### config.mk
export PLATFORM = sky130hd
export DESIGN_NAME = xor_checksum_acc
export DESIGN_NICKNAME = d
export VERILOG_FILES = /design/src/rtl/xor_checksum_acc.sv
export SDC_FILE = /design/constraint.sdc
export NUM_CORES = 1
export LEC_CHECK = 0
export BUFFER_PORTS_ARGS = -buffer_cell sky130_fd_sc_hd__buf_4
export CORE_UTILIZATION = 30
export CTS_BUF_LIST = sky130_fd_sc_hd__clkbuf_16
export DETAILED_ROUTE_END_ITERATION = 10
export PLACE_DENSITY_LB_ADDON = 0.2
export SYNTH_ARGS = -nofsm -noshare
export SYNTH_HDL_FRONTEND = slang
export SYNTH_SLANG_ARGS = --single-unit
### constraint.sdc
create_clock -name clk -period 1.9 [get_ports clk]
set_clock_uncertainty 0.15 [all_clocks]
set_input_delay 0.285 -clock clk [delete_from_list [all_inputs] [get_ports clk]]
set_output_delay 0.285 -clock clk [all_outputs]
set_load 0.005 [all_outputs]
### src/rtl/xor_checksum_acc.sv
// xor_checksum_acc: folds a valid/ready word stream into a per-packet XOR
// checksum and saturating word count, then holds the result until consumed.
//
// Ports:
//   clk        rising-edge system clock
//   rst_n      asynchronous active-low reset
//   in_valid   upstream word valid
//   in_ready   block can accept a word (low only while a result is held)
//   in_data    WIDTH-bit word folded into the checksum
//   in_last    marks in_data as the final word of the packet
//   out_valid  checksum result available
//   out_ready  downstream accepts the result
//   out_sum    XOR of all words in the packet
//   out_count  saturating word count of the packet
//   out_ovf    word count saturated during the packet
module xor_checksum_acc #(
   parameter int WIDTH = 8,
   parameter int CNT_W = 8
) (
   input  logic             clk,
   input  logic             rst_n,
   input  logic             in_valid,
   output logic             in_ready,
   input  logic [WIDTH-1:0] in_data,
   input  logic             in_last,
   output logic             out_valid,
   input  logic             out_ready,
   output logic [WIDTH-1:0] out_sum,
   output logic [CNT_W-1:0] out_count,
   output logic             out_ovf
);

   typedef enum logic [1:0] {
      IDLE  = 2'd0,
      ACCUM = 2'd1,
      HOLD  = 2'd2
   } state_t;

   state_t state_q, state_d;

   logic [WIDTH-1:0] acc_q, acc_d;
   logic [CNT_W-1:0] cnt_q, cnt_d;
   logic             ovf_q, ovf_d;
   logic [WIDTH-1:0] sum_q, sum_d;
   logic [CNT_W-1:0] ocnt_q, ocnt_d;
   logic             oovf_q, oovf_d;

   logic             xfer;
   logic             cnt_max;
   logic [CNT_W-1:0] cnt_inc;
   logic [WIDTH-1:0] acc_x;

   assign in_ready  = (state_q != HOLD);
   assign out_valid = (state_q == HOLD);
   assign out_sum   = sum_q;
   assign out_count = ocnt_q;
   assign out_ovf   = oovf_q;

   assign xfer    = in_valid && in_ready;
   assign cnt_max = (cnt_q == {CNT_W{1'b1}});
   // acc and cnt are zero in IDLE, so one fold rule serves both states
   assign cnt_inc = cnt_max ? cnt_q : cnt_q + CNT_W'(1);
   assign acc_x   = acc_q ^ in_data;

   always_comb begin
      state_d = state_q;
      acc_d   = acc_q;
      cnt_d   = cnt_q;
      ovf_d   = ovf_q;
      sum_d   = sum_q;
      ocnt_d  = ocnt_q;
      oovf_d  = oovf_q;
      unique case (state_q)
         IDLE, ACCUM: begin
            if (xfer) begin
               if (in_last) begin
                  sum_d   = acc_x;
                  ocnt_d  = cnt_inc;
                  oovf_d  = ovf_q | cnt_max;
                  acc_d   = '0;
                  cnt_d   = '0;
                  ovf_d   = 1'b0;
                  state_d = HOLD;
               end else begin
                  acc_d   = acc_x;
                  cnt_d   = cnt_inc;
                  // sticky for the rest of the packet once the counter is full
                  ovf_d   = ovf_q | cnt_max;
                  state_d = ACCUM;
               end
            end
         end
         HOLD: begin
            if (out_ready) begin
               state_d = IDLE;
            end
         end
         default: begin
            state_d = IDLE;
         end
      endcase
   end

   always_ff @(posedge clk or negedge rst_n) begin
      if (!rst_n) begin
         state_q <= IDLE;
         acc_q   <= '0;
         cnt_q   <= '0;
         ovf_q   <= 1'b0;
         sum_q   <= '0;
         ocnt_q  <= '0;
         oovf_q  <= 1'b0;
      end else begin
         state_q <= state_d;
         acc_q   <= acc_d;
         cnt_q   <= cnt_d;
         ovf_q   <= ovf_d;
         sum_q   <= sum_d;
         ocnt_q  <= ocnt_d;
         oovf_q  <= oovf_d;
      end
   end

endmodule

After elaboration in Yosys (flattened, before gate mapping)
Cells that the tools add are included.

storage, ports and cells
  flip-flop bits (word level) = 36
  bits of input ports = 13
  word-level logic and storage cells = 30

operators by class
  $add $sub $neg = 1
  eq/ne operators = 6
  mux-type cells = 8
  bitwise operators = 2
  reductions and logical operators = 6

operator list
  kind                                                             count
  8-bit 2-to-1 mux                                                 3
  8-bit by 1-bit adder with 8-bit output, second input constant    1
  8-bit == test, second input constant                             1
  8-bit XOR                                                        1
  2-bit 2-to-1 mux                                                 3
  2-bit != test, second input constant                             2
  2-bit case mux with 2 select lines                               1
  2-bit AND reduction                                              2
  3-bit AND reduction                                              1
  2-bit by 1-bit == test with 1-bit output, second input constant  1
  2-bit == test, second input constant                             1
  2-bit zero test                                                  1
  2-bit by 1-bit != test with 1-bit output, second input constant  1
  2-bit OR reduction                                               1
  1-bit logical AND                                                1
  1-bit 2-to-1 mux                                                 1
  1-bit bitwise OR                                                 1

Logic depth before layout (Yosys ltp)
Gate-level depths: netlist of the first run.

  word-level depth = 4
  depth in mapped cells = 5
  mapped depth without buffers = 5

Least setup slack after synthesis of the first run
No wires, ideal clock.

  path kind = register -> register
  start point = register cnt_q[0]
  end point = register ocnt_q[5] (netlist: out_count[5])
  library setup time = 0.123 ns
  arrival time = 1.459 ns
  setup slack = 0.168 ns
  cell stages (with the launch flop) = 6
  period minus slack after synthesis = 1.732 ns
  path through = dfrtp_1 -> ha_1 -> and4_4 -> a211o_1 -> xor2_1 -> o21ai_2

on the way
  longest elaborated chain between the ends = 2
  elaborated cells on any way between the ends = 3

RTL lines
  item                                                                            line    source
  from (decl)                                                                     42      logic [CNT_W-1:0] cnt_q, cnt_d;
  from (signal assigned)                                                          116     cnt_q <= cnt_d;
  8-bit by 1-bit adder with 8-bit output / 8-bit == test (equally long branches)  62, 60
  8-bit 2-to-1 mux (*)                                                            62      assign cnt_inc = cnt_max ? cnt_q : cnt_q + CNT_W'(1);
  to (signal assigned)                                                            119     ocnt_q <= ocnt_d;
  to (decl)                                                                       45      logic [CNT_W-1:0] ocnt_q, ocnt_d;

Every way passes the cells marked *; elsewhere a longest branch is shown, timed or not.
A chain may end at the register's enable or synchronous reset.

Final worst setup path of the first run
Same ends and word-level chain as after synthesis.

==> run metrics, run 1 <==
outcome=complete, no violations; vias in the first global route=1306; internal cell power=1.660 mW; Post-Syn Nets=206; Total Power=2.314 mW; Sinks on Clock Net=36; die height=78.66 um; Fin. Hold Viols=0; hold path depth=2; placer congestion estimate=0.8034; clk buf depth=2; Max FO, Critical Path=7; Seq cells post-synth=36; H-tree levels=2; min-delay src=out_ready; Filler cells=572; Hold Crit Class=in -> reg; post-route setup TNS=0 ns; post-route design area=2216 um^2; Worst Tran Pin Value=0.4828 ns; DR pass1 iterations=4; Crit Reg-Reg Endpoint=out_count[5]; initial antenna violation count=0; die area=6187 um^2; Data arrival, critical path=1.76 ns; wirelength, routed=3713 um; hpwl dp=2496 um; Sw Ratio=0.2828; worst-skew pair later-pin latency=0.28 ns; placed cells=291; grt total ovfl=0; synthesized area per cell=9.182 um^2; DP Area=2081 um^2; routed via count=1401; final period utilization=0.9183; Synth cell types=32; Synth async-reset ratio=1.000; wire per inst=12.50 um; Combinational Power Share=0.222; CP required=1.91 ns; element type at the critical path end=flip-flop; post-synthesis sequential area ratio=0.5110; largest area contributor in the netlist=dfrtp_1; nets@finish=241; share of cells above drive strength 1=0.2133; Mapped Area=1763 um^2; num rows=27; most frequent cells in the layout=37 x buf_4, 36 x dfrtp_1, 31 x nand2_1; commonest non-fill, non-tap cell in the layout=buf_4; largest net degree at the start of global routing=37; Max-Cap Viols=0; unrepaired setup endpoints after global routing=no; ys flop type=dfrtp_1; share of the synthesized area in the top cell type=0.5110; startpoint types=flip-flop; Reg2Reg Depth=5; postcts setup bufs=0; Psw=0.6545 mW; Yosys Warn Count=0; fin. max-slew vios=0; max_slew headroom=0.6781; post-route DRC violation count=0; CTS tree=built; number of synthesized flops with an enable pin=0; VDD IR max=0.4155 mV; CTS root buffer=clkbuf_16; Clk pwr share=0.323; final setup fails=0; fmax=573.1 MHz; pwr dens=1044 nW/um^2; Pleak=1.037 nW; overall routing resource usage=0.1371; P&R area growth vs syn=25.69%; crit path kind=reg -> reg; dominant cells by area after synthesis=dfrtp_1 51%, nand2_1 6.6%, a21oi_1 5.7%, o21ai_1 5.1%, xnor2_1 4.0%; Mapped Cells=192; Die Width=78.66 um; # IOs=32; Worst-path clk slew=0.05 ns; Seq pwr share=0.454; Port Buffer Count=31; Initial Util=0.3163; DR vias/cell=4.717; r2r startpoint=cnt_q[0]; CORE AREA=5574 um^2; antenna cells=0; CTS buffer count=5; starting DRC count in detailed routing=106; Post-Layout Cell Count=297; Worst Hold Path EP=state_q[1]; fin crit period=1.745 ns; number of routed nets with antenna violations=0; first-pass GRT wire length=6451 um; FF-to-FF setup slack=0.16 ns
## power by group through the flow
| stage | clock (mW) | combinational [mW] | sequential [mW] |
|---|---|---|---|
| 2_1_floorplan | 0 | 0.297 | 1.04 |
| 5_1_grt | 0.806 | 0.590 | 1.08 |
| 6_report | 0.749 | 0.515 | 1.05 |
| 4_1_cts | 0.778 | 0.525 | 1.05 |
| 3_3_place_gp | 0 | 0.516 | 1.06 |
| 3_5_place_dp | 0 | 0.523 | 1.07 |
## stage by stage
stage / util / setup slack, ns / hold slack, ns
after CTS: 0.3975 / 0.1609 / 0.05805
after global placement: 0.3733 / 0.1928 / 0.1334
after detailed placement: 0.3733 / 0.1547 / 0.1339
final: 0.3975 / 0.1552 / 0.06147
after global routing: 0.3975 / 0.06573 / 0.08051
after floorplan: - / 0.1678 / -0.1606
## cell families after synthesis
| family | share of synthesized area |
|---|---|
| AND/OR/NAND/NOR | 0.1717 |
| buffers and inverters | 0.05181 |
| multiplexers | 0.02271 |
| adder cells (fa/ha/maj) | 0.007096 |
| AO/OA/AOI/OAI | 0.1860 |
| flip-flops | 0.5110 |
| XOR/XNOR | 0.04968 |
## area by class of cell
class                      instances  area, um^2  area share
sequential                        36       900.9      0.4065
timing repair buffer              38       287.8      0.1299
multi-input combinational        135       770.7      0.3478
tap                               72       90.09     0.04065
clock buffer                       5       125.1     0.05647
inverter                          11       41.29     0.01863
## sequential cells by signal (all words and copies together) (netlist names)
| register | flops |
|---|---|
| out_count | 8 |
| out_sum | 8 |
| out_ovf | 1 |
| state_q | 2 |
| ovf_q | 1 |
| cnt_q | 8 |
| acc_q | 8 |
## synthesized netlist by cell type, types with 3 or more instances
cell type / number
a21oi_1: 20
a31oi_1: 3
buf_2: 4
clkbuf_1: 4
dfrtp_1: 36
inv_1: 11
mux2i_1: 4
nand2_1: 31
nand3_1: 4
nor2_1: 6
nor3_1: 8
o21ai_0: 8
o21ai_1: 18
o31ai_1: 4
xnor2_1: 8
## worst max-delay path, cell delays in order (launching register included)
cell     delay (ns)
dfrtp_1        0.38
ha_1           0.29
and4_4         0.24
a211o_1        0.33
xor2_1         0.17
o21ai_2        0.07
## repair_timing
action	CTS	global route
setup endpoints to repair	0	0
resized for setup	0	0
hold endpoints to repair	36	0
hold buffers	1	0
## worst max path at each step
stage          cells after the start  startpoint            to  slack [ns]
2_1_floorplan                      5    cnt_q[0]  out_count[5]        0.17
3_3_place_gp                       5    cnt_q[0]      cnt_q[5]        0.19
3_5_place_dp                       5    cnt_q[0]  out_count[5]        0.15
4_1_cts                            5    cnt_q[0]  out_count[5]        0.16
5_1_grt                            5    cnt_q[0]  out_count[5]        0.07
6_report                           5    cnt_q[0]  out_count[5]        0.16
## layer usage
layer	wire length (um)	GRT usage
met5	0	0
met4	86	0.06667
met3	172	0.03488
met2	1624	0.2096
met1	1830	0.1787
Power figures use the tool's default switching activity.
==> run 2: changes to the inputs <==
- BUFFER_PORTS_ARGS: -buffer_cell sky130_fd_sc_hd__buf_4 -> -buffer_cell sky130_fd_sc_hd__buf_2
==> run metrics, run 2 (synthesis results as in run 1) <==
cell chain of the critical path=ha_1 -> and4_4 -> a211o_1 -> mux2i_1 -> o21ai_1; CTS buffer count=5; post-route setup TNS=0 ns; Max-Cap Viols=0; most frequent cells in the layout=36 x dfrtp_1, 31 x nand2_1, 31 x buf_2; VDD IR max=0.3746 mV; Fin. Hold Viols=0; largest net degree at the start of global routing=22; initial antenna violation count=0; final setup fails=0; Sinks on Clock Net=36; routed via count=1429; post-CTS sizing=0; DR vias/cell=4.748; fin crit period=1.747 ns; post-route DRC violation count=0; clk buf depth=2; H-tree levels=2; vias in the first global route=1329; Port Buffer Count=31; unrepaired setup endpoints after global routing=no; Pleak=1.039 nW; CP required=1.91 ns; starting DRC count in detailed routing=69; DR pass1 iterations=5; DP Area=2023 um^2; Worst Tran Pin Value=0.3851 ns; worst hold slack=0.05716 ns; Hold Crit Class=in -> reg; number of routed nets with antenna violations=0; crit path kind=reg -> reg; Die Width=78.66 um; max_slew headroom=0.7433; post-route design area=2172 um^2; hpwl dp=2607 um; worst-skew pair later-pin latency=0.28 ns; outcome=complete, no violations; # IOs=32; overall routing resource usage=0.1363; wire per inst=12.61 um; pwr dens=1061 nW/um^2; postcts setup bufs=0; Total Power=2.304 mW; wirelength, routed=3797 um; final period utilization=0.9194; Worst-path clk slew=0.05 ns; critical path's slowest cell=dfrtp_1; element type at the critical path end=flip-flop; antenna cells=0; Initial Util=0.3163; placer congestion estimate=0.7818; grt total ovfl=0; share of cells above drive strength 1=0.2227; fin. max-slew vios=0; nets@finish=242; Data arrival, critical path=1.75 ns; fmax=572.5 MHz; final core occ=0.3897; commonest non-fill, non-tap cell in the layout=dfrtp_1; num rows=27; CTS tree=built; startpoint types=flip-flop; die area=6187 um^2; slowest stage delay, CP=0.38 ns; Max FO, Critical Path=7; first-pass GRT wire length=6506 um; die height=78.66 um; CTS root buffer=clkbuf_16; P&R area growth vs syn=23.21%; CORE AREA=5574 um^2
run 2: changes by cell type in the layout (fill, tap and decap cells not counted):
cell	previous run	this run
clkinv_1	0	1
buf_2	0	31
clkinv_2	0	2
buf_12	0	1
buf_4	37	6
run 2: worst paths after layout:
kind,end,start,cells past startpoint,slack [ns]
max,cnt_q[5],cnt_q[0],5,0.15
max in group asynchronous,acc_q[0],rst_n,3,0.84
max reg2reg,cnt_q[5],cnt_q[0],5,0.15
min,state_q[1],out_ready,2,0.06
min in group asynchronous,out_sum[4],rst_n,2,0.32
min reg2reg,out_sum[2],out_sum[2],2,0.33
run 2: timing repair:
| item | 4_1_cts | 5_1_grt |
|---|---|---|
| endpoints found under the hold margin | 15 | 0 |
| setup endpoints to repair | 0 | 0 |
| hold buffers | 1 | 0 |
run 2: metrics by stage:
stage,cells,setup WS [ns]
floorplan,192,0.1678
global placement,292,0.1934
detailed placement,292,0.1749
CTS,301,0.1591
global route,301,0.07019
finish,301,0.1532
run 2: layout make-up:
type                       count  area (um^2)
clock buffer                   5        125.1
clock inverter                 3        13.76
fill                         575         3402
inverter                      11        41.29
multi-input combinational    135        770.7
sequential                    36        900.9
tap                           72        90.09
timing repair buffer          39        230.2
run 2: worst max-delay path: cells and delay by family (launching register included):
| family | cells | cell delay [ns] |
|---|---|---|
| adder cells (fa/ha/maj) | 1 | 0.30 |
| flip-flops | 1 | 0.38 |
| AND/OR/NAND/NOR | 1 | 0.24 |
| multiplexers | 1 | 0.16 |
| AO/OA/AOI/OAI | 2 | 0.40 |
run 2: power breakdown:
part,internal (mW),switching (mW)
sequential,0.919,0.129
combinational,0.230,0.237
clock,0.476,0.314
run 2: per-layer routing:
metal  routed length [um]  GRT usage  vias up
li1                     -          -      736
met1                 1872     0.1817      664
met2                 1716     0.2087       23
met3                  133    0.03140        6
met4                   75    0.06111        0
met5                    0          0        -
